[config.mk]
export PLATFORM = sky130hd
export DESIGN_NAME = pipe_reg_ctl
export DESIGN_NICKNAME = d
export VERILOG_FILES = /design/src/rtl/pipe_reg_pkg.sv /design/src/rtl/pipe_reg_stage.sv /design/src/rtl/pipe_reg_ctl.sv
export SDC_FILE = /design/constraint.sdc
export NUM_CORES = 1
export LEC_CHECK = 0
export BUFFER_PORTS_ARGS = -buffer_cell sky130_fd_sc_hd__buf_2
export CAP_MARGIN = 5
export CELL_PAD_IN_SITES_DETAIL_PLACEMENT = 1
export CELL_PAD_IN_SITES_GLOBAL_PLACEMENT = 2
export CORE_MARGIN = 2
export CORE_UTILIZATION = 22
export CTS_BUF_LIST = sky130_fd_sc_hd__clkbuf_16
export CTS_CLUSTER_DIAMETER = 60
export DETAILED_ROUTE_END_ITERATION = 16
export PLACE_DENSITY = 0.72
export SYNTH_ARGS = -nofsm -noshare
export SYNTH_HDL_FRONTEND = slang
export SYNTH_SLANG_ARGS = --single-unit
[constraint.sdc]
create_clock -name clk_i -period 0.8 [get_ports clk_i]
set_input_delay 0 -clock clk_i [delete_from_list [all_inputs] [get_ports clk_i]]
set_output_delay 0 -clock clk_i [all_outputs]
set_load 0.01 [all_outputs]
[src/rtl/pipe_reg_pkg.sv]
// Shared constants and helpers for the pipe_reg_ctl pipeline register chain.
// No logic; widths for the occupancy output and the optional perf counters.
// No flow control of its own.
package pipe_reg_pkg;

    localparam int PERF_CNT_W = 16;
    localparam logic [PERF_CNT_W-1:0] PERF_CNT_SAT = '1;

    // Bits needed to count 0..stages valid entries; at least one bit.
    function automatic int occ_w(input int stages);
        return (stages < 1) ? 1 : $clog2(stages + 1);
    endfunction

endpackage

[src/rtl/pipe_reg_stage.sv]
// One pipeline register stage holding {valid, data}.
// Latency: one cycle from upstream to the stage outputs.
// Backpressure: hold keeps contents; flush/bubble load the BUBBLE payload with valid cleared.
module pipe_reg_stage #(
    parameter int              SIZE   = 32,
    parameter logic [SIZE-1:0] BUBBLE = '0
) (
    input  logic            clk_i,
    input  logic            rst_i,
    input  logic            flush,
    input  logic            hold,
    input  logic            bubble,
    input  logic            up_valid,
    input  logic [SIZE-1:0] up_data,
    output logic            valid,
    output logic [SIZE-1:0] data
);

    // Flush outranks hold so a squashed stage becomes a bubble even while frozen.
    always_ff @(posedge clk_i) begin
        if (rst_i || flush) begin
            valid <= 1'b0;
            data  <= BUBBLE;
        end else if (hold) begin
            valid <= valid;
            data  <= data;
        end else if (bubble) begin
            valid <= 1'b0;
            data  <= BUBBLE;
        end else begin
            valid <= up_valid;
            data  <= up_data;
        end
    end

endmodule

[src/rtl/pipe_reg_ctl.sv]
// Chain of STAGES pipeline registers with per-stage stall/flush; PIPE_REG_CTL_PERF_EN adds stall/bubble counters.
// Latency: STAGES cycles from valid_i/data_i to valid_o/data_o when nothing is held or flushed.
// Backpressure: a stall on stage k freezes stages 0..k (reported on hold_o); the stage below gets bubbles.
module pipe_reg_ctl
    import pipe_reg_pkg::*;
#(
    parameter int              SIZE   = 32,
    parameter int              STAGES = 1,
    parameter logic [SIZE-1:0] BUBBLE = {SIZE{1'b0}}
) (
    input  logic                       clk_i,
    input  logic                       rst_i,
    input  logic [STAGES-1:0]          stall_i,
    input  logic [STAGES-1:0]          flush_i,
    input  logic                       valid_i,
    input  logic [SIZE-1:0]            data_i,
    output logic                       valid_o,
    output logic [SIZE-1:0]            data_o,
    output logic [STAGES-1:0]          hold_o,
    output logic [occ_w(STAGES)-1:0]   occ_o
`ifdef PIPE_REG_CTL_PERF_EN
    ,
    output logic [PERF_CNT_W-1:0]      stall_cnt_o,
    output logic [PERF_CNT_W-1:0]      bubble_cnt_o
`endif
);

    localparam int OCC_W = occ_w(STAGES);

    logic [STAGES-1:0] hold;
    logic [STAGES-1:0] valid_q;
    logic [SIZE-1:0]   data_q [STAGES];
    logic [OCC_W-1:0]  occ_sum;

    // A stall anywhere downstream freezes every stage above it.
    always_comb begin
        logic acc;
        acc  = 1'b0;
        hold = '0;
        for (int k = STAGES - 1; k >= 0; k--) begin
            acc     = acc | stall_i[k];
            hold[k] = acc;
        end
    end

    for (genvar k = 0; k < STAGES; k++) begin : g_stage
        if (k == 0) begin : g_head
            pipe_reg_stage #(.SIZE(SIZE), .BUBBLE(BUBBLE)) u_stage (
                .clk_i    (clk_i),
                .rst_i    (rst_i),
                .flush    (flush_i[k]),
                .hold     (hold[k]),
                .bubble   (1'b0),
                .up_valid (valid_i),
                .up_data  (data_i),
                .valid    (valid_q[k]),
                .data     (data_q[k])
            );
        end else begin : g_body
            pipe_reg_stage #(.SIZE(SIZE), .BUBBLE(BUBBLE)) u_stage (
                .clk_i    (clk_i),
                .rst_i    (rst_i),
                .flush    (flush_i[k]),
                .hold     (hold[k]),
                .bubble   (hold[k-1] & ~hold[k]),
                .up_valid (valid_q[k-1]),
                .up_data  (data_q[k-1]),
                .valid    (valid_q[k]),
                .data     (data_q[k])
            );
        end
    end

    always_comb begin
        occ_sum = '0;
        for (int k = 0; k < STAGES; k++) begin
            occ_sum = occ_sum + OCC_W'(valid_q[k]);
        end
    end

    assign valid_o = valid_q[STAGES-1];
    assign data_o  = data_q[STAGES-1];
    assign hold_o  = hold;
    assign occ_o   = occ_sum;

`ifdef PIPE_REG_CTL_PERF_EN
    always_ff @(posedge clk_i) begin
        if (rst_i) begin
            stall_cnt_o  <= '0;
            bubble_cnt_o <= '0;
        end else begin
            if (hold[STAGES-1] && (stall_cnt_o != PERF_CNT_SAT)) begin
                stall_cnt_o <= stall_cnt_o + PERF_CNT_W'(1);
            end
            if (!valid_o && (bubble_cnt_o != PERF_CNT_SAT)) begin
                bubble_cnt_o <= bubble_cnt_o + PERF_CNT_W'(1);
            end
        end
    end
`endif

endmodule

==> flow_metrics.env, run 1 <==
export IMPL_run_status="completed"
export IMPL_r2r_setup_slack_ns=0.18
export IMPL_number_of_cells_on_the_worst_hold_path=4
export IMPL_number_of_global_route_vias_before_repair=1134
export IMPL_post_drt_via_cell_ratio=3.891
export IMPL_finalWorstPathRequiredPeriod_ns=0.7391
export IMPL_switching_share=0.2154
export IMPL_synth_distinct_cells=7
export IMPL_fp_row_count=27
export IMPL_globalRouteOverflowTotal=0
export IMPL_r2r_end="g_stage[0].g_head.u_stage.valid"
export IMPL_cpPeakStageDelay_ns=0.33
export IMPL_cts_htree_levels=2
export IMPL_cts_tree="done"
export IMPL_arrival_time_worst_endpoint_ns=0.74
export IMPL_hold_path_class="primary input to flop"
export IMPL_pin_count=72
export IMPL_worst_slew_pin_slew_ns=0.1295
export IMPL_timing_setup_tns_ns=0
export IMPL_regArea_um2=661.9
export IMPL_drive_gt1_frac=0.3803
export IMPL_drt_antenna_violating_nets=0
export IMPL_setup_ws_ns=0.06086
export IMPL_setup_viol=0
export IMPL_power_per_cell_area_nw_per_um2=1907
export IMPL_final_setup_skew_ns=0
export IMPL_fp_coreArea_um2=5473
export IMPL_stdcell_area_um2=2088
export IMPL_finalPower_mw=3.983
export IMPL_globalRouteTotalUtil=0.1111
export IMPL_synth_top_flop_cell="dfxtp_1"
export IMPL_clock_latency_on_the_worst_skew_pair_ns=0.27
export IMPL_syn_to_final_growth_pct=69.27
export IMPL_async_reset_ff_frac=0
export IMPL_preCtsSetupSlack_ns=0.07309
export IMPL_hold_start="rst_i"
export IMPL_number_of_antenna_diodes=0
export IMPL_r2r_cells=2
export IMPL_dpl_hpwl_mm=2.110
export IMPL_rsz_0062_raised_after_global_routing="no"
export IMPL_detail_route_wirelength_mm=3.325
export IMPL_detailedRoute_firstIterationViolations=14
export IMPL_die_height_um=78.89
export IMPL_synth_top_cell_area_share=0.5355
export IMPL_path_delay_family="flip-flops"
export IMPL_end_kind="output port"
export IMPL_timing_hold_violations_final=0
export IMPL_hold_end="g_stage[0].g_head.u_stage.valid"
export IMPL_io_buffers=71
export IMPL_timing_final_max_slew_violations=0
export IMPL_critPathLaunchType="flop"
export IMPL_drtPass1Iterations=3
export IMPL_clock_power_share=0.434
export IMPL_p_comb_frac=0.132
export IMPL_clock_slew_at_the_register_clock_pins_of_the_worst_setup_and_hold_paths_ns=0.05
export IMPL_maxCapViolCount=0
export IMPL_clk_path_buf_depth=2
export IMPL_max_freq_mhz=1353
export IMPL_post_drt_wl_per_cell_um=11.67
export IMPL_multiInputGateArea_um2=460.4
export IMPL_synth_edff_count=0
export IMPL_cts_root_buffer_cell="clkbuf_16"
export IMPL_synth_largest_area_cell="dfxtp_1"
export IMPL_num_vias=1109
export IMPL_antenna_found_initial=0
export IMPL_floorplan_initialDensity=0.2254
export IMPL_crit_path_max_fanout=2
export IMPL_floorplan_die_area_um2=6223
export IMPL_seq_power_share=0.434
export IMPL_grt_max_degree=34
export IMPL_switchingPower_mw=0.8580
export IMPL_number_of_nets_in_the_layout=251
export IMPL_yosys_warnings=0
export IMPL_syn_num_nets=147
export IMPL_synth_top_cells_by_area="dfxtp_1 54%, mux2i_1 27%, nor2_1 10%, buf_6 3.7%, buf_8 3.7%"
export IMPL_ir_drop_mv=0.7432
export IMPL_die_width_um=78.89
export IMPL_layout_worst_path_cycle_share=0.9239
export IMPL_post_dp_cell_area_um2=1627
export IMPL_seq_area_frac_synth=0.5355
export IMPL_synth_area_per_cell_um2=11.22
export IMPL_syn_cell_area_um2=1234
export IMPL_worst_endpoint_required_ns=0.80
export IMPL_filler_cell_count=645
export IMPL_rr_startpoint="g_stage[0].g_head.u_stage.valid"
export IMPL_cts_sinks=33
export IMPL_timing_critical_path_cells="buf_2"
export IMPL_leakage_power_summed_over_all_cells_nw=1.069
export IMPL_cts_buffers=5
export IMPL_synth_ff_latch_count=33
export IMPL_yosys_top_cells_count="33 x dfxtp_1, 33 x mux2i_1, 33 x nor2_1"
export IMPL_grt_first_pass_wirelength_mm=5.395
export IMPL_remaining_drc_errors=0
export IMPL_postSynthCellCount=110
export IMPL_timing_critical_path_depth=1
export IMPL_cp_num_buf_inv=1
export IMPL_critical_path_type="flop to output port"
export IMPL_worst_path_max_delay_cell="dfxtp_1"
export IMPL_gpl_final_weighted_congestion=0.6622
export IMPL_slew_limit_headroom=0.9112
export IMPL_int_pwr_mw=3.125
-- layer usage --
layer  part of all wire  up-vias  GRT usage
met5                  0        -          0
met4              0.014        0    0.03621
met3              0.042        4    0.02386
met2               0.54       34     0.2145
met1               0.40      509     0.1190
li1                   -      562          -
-- repair_timing --
action | 4_1_cts | 5_1_grt
gates resized for setup | 0 | 1
hold buffers | 33 | 0
buffers inserted | 0 | 0
endpoints found under the hold margin | 33 | 0
setup endpoints to repair | 0 | 2
-- power by group through the flow --
stage	logic [mW]	registers (mW)	clock network, mW
floorplan	0.220	1.79	0
global placement	0.402	1.76	0
detailed placement	0.405	1.76	0
CTS	0.532	1.73	1.80
global route	0.574	1.73	1.88
finish	0.526	1.73	1.73
-- logic make-up (layout without fill, tap and decap cells) --
group                  Yosys count  after routing  share of synthesized area
DFF                             33             33                     0.5355
buffers and inverters           10            113                    0.09127
muxes                           33             33                     0.2678
and+or+nand+nor                 34             34                     0.1055
-- registers in the layout (all words and copies together) (netlist names) --
signal and cells:
g_stage.g_head.u_stage.data 32, g_stage.g_head.u_stage.valid 1
-- worst max-delay path by stage --
| stage | start | to |
|---|---|---|
| 6_report | g_stage[0].g_head.u_stage.data[0] | data_o[0] |
| 4_1_cts | g_stage[0].g_head.u_stage.valid | occ_o |
| 3_5_place_dp | stall_i | g_stage[0].g_head.u_stage.valid |
| 2_1_floorplan | stall_i | g_stage[0].g_head.u_stage.data[0] |
| 3_3_place_gp | stall_i | g_stage[0].g_head.u_stage.data[6] |
| 5_1_grt | g_stage[0].g_head.u_stage.data[9] | data_o[9] |
-- cells in the final DEF (no fill, tap or decap) --
| cell | count |
|---|---|
| mux2i_1 | 33 |
| dfxtp_1 | 32 |
| clkinv_2 | 1 |
| nor2_1 | 33 |
| or2_1 | 1 |
| clkbuf_16 | 5 |
| dfxtp_2 | 1 |
| dlygate4sd3_1 | 33 |
| buf_2 | 71 |
| buf_12 | 3 |
-- layout make-up --
type                            instances  area share
Sequential cell                        33      0.3170
Clock inverter                          1    0.002397
Multi-Input combinational cell         67      0.2205
Clock buffer                            5     0.05992
Timing Repair Buffer                  107      0.3571
Tap cell                               72     0.04314
-- stage by stage --
| step | util | hold slack [ns] | std cells |
|---|---|---|---|
| 6_report | 0.3816 | 0.2308 | 285 |
| 5_1_grt | 0.3816 | 0.2565 | 285 |
| 4_1_cts | 0.3813 | 0.2305 | 285 |
| 3_5_place_dp | 0.2972 | 0.2402 | 246 |
| 3_3_place_gp | 0.2972 | 0.2325 | 246 |
| 2_1_floorplan | - | 0.09177 | 110 |
Note: power is estimated with default switching activity, not from simulation.
==> run 2, diff against run 1 <==
--- a/config.mk
+++ b/config.mk
@@ -11,7 +11,6 @@
 export CELL_PAD_IN_SITES_GLOBAL_PLACEMENT = 2
 export CORE_MARGIN = 2
 export CORE_UTILIZATION = 22
-export CTS_BUF_LIST = sky130_fd_sc_hd__clkbuf_16
 export CTS_CLUSTER_DIAMETER = 60
 export DETAILED_ROUTE_END_ITERATION = 16
 export PLACE_DENSITY = 0.72
==> run 2 against run 1 <==
Total power fell by 15%. Critical path type unchanged. Register-to-register slack barely moved. Worst hold slack got worse by 0.0082 ns. Final cell count did not move. Utilization fell by 0.98 points. Routed wire length rose by 0.51%. Sequential power barely moved. Global-route usage barely moved. Flip-flop and latch count did not move.
==> flow_metrics.env, run 2 (synthesis results as in run 1) <==
export IMPL_leakage_power_summed_over_all_cells_nw=1.044
export IMPL_number_of_global_route_vias_before_repair=1125
export IMPL_critical_path_type="flop to output port"
export IMPL_end_kind="output port"
export IMPL_worst_slew_pin_slew_ns=0.1392
export IMPL_fp_coreArea_um2=5473
export IMPL_cpPeakStageDelay_ns=0.34
export IMPL_worst_path_max_delay_cell="dfxtp_1"
export IMPL_setup_viol=0
export IMPL_regArea_um2=664.4
export IMPL_cts_buffers=5
export IMPL_top_library_cells_by_usage_in_the_layout_fill_and_taps_aside="71 x buf_2, 33 x mux2i_1, 33 x nor2_1, 33 x dlygate4sd3_1, 30 x dfxtp_1"
export IMPL_timing_final_max_slew_violations=0
export IMPL_maxCapViolCount=0
export IMPL_grt_first_pass_wirelength_mm=5.375
export IMPL_multiInputGateArea_um2=460.4
export IMPL_floorplan_initialDensity=0.2254
export IMPL_worst_endpoint_required_ns=0.80
export IMPL_largest_reg_flops=32
export IMPL_dpl_hpwl_mm=2.110
export IMPL_clk_path_buf_depth=2
export IMPL_timing_hold_violations_final=0
export IMPL_largest_register="g_stage.g_head.u_stage.data"
export IMPL_globalRouteOverflowTotal=0
export IMPL_die_height_um=78.89
export IMPL_die_width_um=78.89
export IMPL_run_status="completed"
export IMPL_post_cts_repair_setup_buffers=0
export IMPL_fp_row_count=27
export IMPL_grt_max_degree=34
export IMPL_gpl_final_weighted_congestion=0.6622
export IMPL_number_of_nets_in_the_layout=251
export IMPL_hold_path_class="primary input to flop"
export IMPL_num_vias=1117
export IMPL_cts_tree="done"
export IMPL_number_of_antenna_diodes=0
export IMPL_r2r_setup_slack_ns=0.18
export IMPL_arrival_time_worst_endpoint_ns=0.75
export IMPL_drt_antenna_violating_nets=0
export IMPL_syn_to_final_growth_pct=64.91
export IMPL_clock_slew_at_the_register_clock_pins_of_the_worst_setup_and_hold_paths_ns=0.07
export IMPL_timing_critical_path_cells="buf_2"
export IMPL_drive_gt1_frac=0.3897
export IMPL_post_drt_wl_per_cell_um=11.73
export IMPL_filler_cell_count=652
export IMPL_crit_path_max_fanout=2
export IMPL_final_hold_worst_slack_ns=0.2226
export IMPL_drtPass1Iterations=2
export IMPL_max_freq_mhz=1337
export IMPL_power_per_cell_area_nw_per_um2=1658
export IMPL_post_drt_via_cell_ratio=3.919
export IMPL_remaining_drc_errors=0
export IMPL_cts_root_buffer_cell="clkbuf_8"
export IMPL_antenna_found_initial=0
export IMPL_floorplan_die_area_um2=6223
export IMPL_io_buffers=71
export IMPL_timing_setup_tns_ns=0
export IMPL_cp_num_buf_inv=1
export IMPL_slew_limit_headroom=0.9045
export IMPL_rsz_0062_raised_after_global_routing="no"
export IMPL_detail_route_wirelength_mm=3.342
export IMPL_pin_count=72
export IMPL_detailedRoute_firstIterationViolations=8
export IMPL_path_delay_family="flip-flops"
export IMPL_critPathLaunchType="flop"
export IMPL_ir_drop_mv=0.6899
export IMPL_cts_sinks=33
export IMPL_layout_worst_path_cycle_share=0.9348
export IMPL_clock_latency_on_the_worst_skew_pair_ns=0.27
export IMPL_cts_htree_levels=2
export IMPL_leading_registers_by_flop_count="g_stage.g_head.u_stage.data: 32 flops, g_stage.g_head.u_stage.valid: 1 flops"
export IMPL_finalWorstPathRequiredPeriod_ns=0.7479
export IMPL_final_setup_skew_ns=0
export IMPL_globalRouteTotalUtil=0.1113
export IMPL_mostFrequentLayoutCell="buf_2"
==> run 2: worst reg2reg max path, stage by stage, from the launching register on <==
cell and delay (ns):
dfxtp_2 0.33, mux2i_1 0.14, nor2_1 0.05
==> run 2: where the power goes <==
group | internal (mW) | switching (mW)
logic | 0.316 | 0.210
clock network | 0.571 | 0.552
registers | 1.70 | 0.0252
==> run 2: stage by stage <==
stage / instances / power [mW] / utilization / worst slack [ns] / area [µm²]
after floorplan: 110 / 2.006 / - / 0.1714 / 1234
after global placement: 246 / 2.161 / 0.2972 / 0.09269 / 1627
after detailed placement: 246 / 2.165 / 0.2972 / 0.07309 / 1627
after CTS: 285 / 3.455 / 0.3711 / 0.003926 / 2031
after global routing: 285 / 3.578 / 0.3717 / 0.003787 / 2034
final: 285 / 3.373 / 0.3717 / 0.05212 / 2034
==> run 2: layout make-up <==
cell class                      instances  area share
Clock buffer                            5     0.03383
Clock inverter                          1    0.002460
Sequential cell                        33      0.3266
Tap cell                               72     0.04428
Timing Repair Buffer                  107      0.3665
Multi-Input combinational cell         67      0.2263
==> run 2: per-layer routing <==
| layer | wire, µm | part of all wire | global-route usage |
|---|---|---|---|
| met5 | 0 | 0 | 0 |
| met4 | 42 | 0.013 | 0.04138 |
| met2 | 1864 | 0.56 | 0.2154 |
| met1 | 1289 | 0.39 | 0.1190 |
| met3 | 145 | 0.043 | 0.02045 |
==> run 2: timing repair <==
item,CTS,global route
resized for setup,0,3
hold buffers,33,0
endpoints found under the setup margin,0,4
endpoints found under the hold margin,33,0
==> run 2: path summary, 6_finish.rpt <==
path                                           start                                  to  cells after the start
setup reg to reg     g_stage[0].g_head.u_stage.valid     g_stage[0].g_head.u_stage.valid                      2
hold reg to reg   g_stage[0].g_head.u_stage.data[25]  g_stage[0].g_head.u_stage.data[25]                      2
hold / removal                                 rst_i     g_stage[0].g_head.u_stage.valid                      4
setup / recovery   g_stage[0].g_head.u_stage.data[8]                           data_o[8]                      1
==> run 3, diff against run 2 <==
--- a/config.mk
+++ b/config.mk
@@ -10,10 +10,10 @@
 export CELL_PAD_IN_SITES_DETAIL_PLACEMENT = 1
 export CELL_PAD_IN_SITES_GLOBAL_PLACEMENT = 2
 export CORE_MARGIN = 2
-export CORE_UTILIZATION = 22
+export CORE_UTILIZATION = 24
 export CTS_CLUSTER_DIAMETER = 60
 export DETAILED_ROUTE_END_ITERATION = 16
-export PLACE_DENSITY = 0.72
+export PLACE_DENSITY = 0.75
 export SYNTH_ARGS = -nofsm -noshare
 export SYNTH_HDL_FRONTEND = slang
 export SYNTH_SLANG_ARGS = --single-unit
==> constraint.sdc (replaced) <==
create_clock -name clk_i -period 0.84 [get_ports clk_i]
set_input_delay 0 -clock clk_i [delete_from_list [all_inputs] [get_ports clk_i]]
set_output_delay 0 -clock clk_i [all_outputs]
set_load 0.01 [all_outputs]
==> run 3 against run 2 <==
Clock-buffer cell count rose by 2. Non-clock buffer count is the same. Routed wire length grew 1.2%. Combinational power shrank 4.8%.
==> flow_metrics.env, run 3 (synthesis results as in run 1) <==
export IMPL_run_status="completed"
export IMPL_detailedRoute_firstIterationViolations=20
export IMPL_mostFrequentLayoutCell="buf_2"
export IMPL_gpl_final_weighted_congestion=0.6378
export IMPL_timing_final_max_slew_violations=0
export IMPL_leading_registers_by_flop_count="g_stage.g_head.u_stage.data: 32 flops, g_stage.g_head.u_stage.valid: 1 flops"
export IMPL_stdcell_area_um2=2041
export IMPL_post_place_cells=244
export IMPL_timing_critical_path_cells="buf_2"
export IMPL_layout_cells_non_filler=284
export IMPL_cts_root_buffer_cell="clkbuf_8"
export IMPL_hold_path_class="primary input to flop"
export IMPL_drive_gt1_frac=0.3738
export IMPL_crit_path_max_fanout=3
export IMPL_clock_latency_on_the_worst_skew_pair_ns=0.27
export IMPL_globalRouteTotalUtil=0.1264
export IMPL_number_of_global_route_vias_before_repair=1251
export IMPL_io_buffers=71
export IMPL_timing_setup_tns_ns=0
export IMPL_finalWorstPathRequiredPeriod_ns=0.7699
export IMPL_grt_first_pass_wirelength_mm=5.368
export IMPL_cpPeakStageDelay_ns=0.35
export IMPL_top_library_cells_by_usage_in_the_layout_fill_and_taps_aside="71 x buf_2, 33 x mux2i_1, 33 x nor2_1, 33 x dfxtp_1, 33 x dlygate4sd3_1"
export IMPL_cp_num_buf_inv=1
export IMPL_power_per_cell_area_nw_per_um2=1617
export IMPL_critical_path_type="flop to output port"
export IMPL_post_drt_via_cell_ratio=4.028
export IMPL_arrival_time_worst_endpoint_ns=0.77
export IMPL_number_of_nets_in_the_layout=251
export IMPL_pin_count=72
export IMPL_number_of_antenna_diodes=0
export IMPL_drtPass1Iterations=3
export IMPL_post_drt_wl_per_cell_um=11.90
export IMPL_clk_path_buf_depth=2
export IMPL_detail_route_wirelength_mm=3.381
export IMPL_setup_viol=0
export IMPL_clock_slew_at_the_register_clock_pins_of_the_worst_setup_and_hold_paths_ns=0.06
export IMPL_timing_hold_violations_final=0
export IMPL_largest_reg_flops=32
export IMPL_end_kind="output port"
export IMPL_cts_htree_levels=2
export IMPL_leakage_power_summed_over_all_cells_nw=1.047
export IMPL_largest_register="g_stage.g_head.u_stage.data"
export IMPL_fp_coreArea_um2=5042
export IMPL_worst_slew_pin_slew_ns=0.1378
export IMPL_max_freq_mhz=1299
export IMPL_post_dp_cell_area_um2=1624
export IMPL_slew_limit_headroom=0.9055
export IMPL_preCtsSetupSlack_ns=0.1090
export IMPL_drt_antenna_violating_nets=0
export IMPL_critPathLaunchType="flop"
export IMPL_syn_to_final_growth_pct=65.42
export IMPL_rsz_0062_raised_after_global_routing="no"
export IMPL_grt_max_degree=34
export IMPL_floorplan_die_area_um2=5730
export IMPL_path_delay_family="flip-flops"
export IMPL_worst_endpoint_required_ns=0.84
export IMPL_fp_row_count=26
export IMPL_globalRouteOverflowTotal=0
export IMPL_maxCapViolCount=0
export IMPL_dpl_hpwl_mm=2.297
export IMPL_cts_buffers=5
export IMPL_layout_worst_path_cycle_share=0.9166
export IMPL_cts_repair_resize_count=0
export IMPL_die_width_um=75.70
export IMPL_cts_tree="done"
export IMPL_worst_path_max_delay_cell="dfxtp_1"
export IMPL_num_vias=1144
export IMPL_ir_drop_mv=0.9186
export IMPL_antenna_found_initial=0
export IMPL_setup_ws_ns=0.07006
export IMPL_remaining_drc_errors=0
export IMPL_floorplan_initialDensity=0.2447
export IMPL_final_setup_skew_ns=0
export IMPL_die_height_um=75.70
export IMPL_final_hold_worst_slack_ns=0.2316
export IMPL_cts_sinks=33
run 3: cell types whose count changed in the layout (fill, tap and decap cells not counted), sizes merged:
cell    previous run  this run
clkbuf             5         7
clkinv             1         0
run 3: through the flow:
| step | power [mW] | util |
|---|---|---|
| after floorplan | 1.911 | - |
| after global placement | 2.050 | 0.3221 |
| after detailed placement | 2.064 | 0.3221 |
| after CTS | 3.363 | 0.4047 |
| after global routing | 3.482 | 0.4047 |
| final | 3.300 | 0.4047 |
run 3: per-layer routing:
layer,track usage,routed length (µm)
met1,0.1205,1280
met2,0.2502,1882
met3,0.04630,187
met4,0.03509,29
met5,0,0
run 3: worst min-delay path, delay by kind of cell:
kind          cells  cell delay, ns
buf+inv           2            0.31
mux               1            0.08
simple gates      1            0.07
run 3: path summary, 6_finish.rpt:
kind	start	end	slack [ns]	depth (start not counted)
min	stall_i	g_stage[0].g_head.u_stage.data[27]	0.23	4
max	g_stage[0].g_head.u_stage.valid	occ_o	0.07	1
max reg2reg	g_stage[0].g_head.u_stage.data[2]	g_stage[0].g_head.u_stage.data[2]	0.21	2
min reg2reg	g_stage[0].g_head.u_stage.data[22]	g_stage[0].g_head.u_stage.data[22]	0.49	2
run 3: area by class of cell:
type,instances,area (µm²)
fill,589,3002
multi-input combinational,67,460.4
tap,70,87.58
sequential,33,660.6
clock buffer,7,86.33
timing repair buffer,107,745.7
run 3: repair_timing:
item,in CTS,in global routing
setup buffers,0,0
hold buffers,33,0
hold endpoints to repair,33,0
run 3: where the power goes:
group	switching, mW	internal (mW)
clock network	0.506	0.649
registers	0.0261	1.62
logic	0.200	0.301
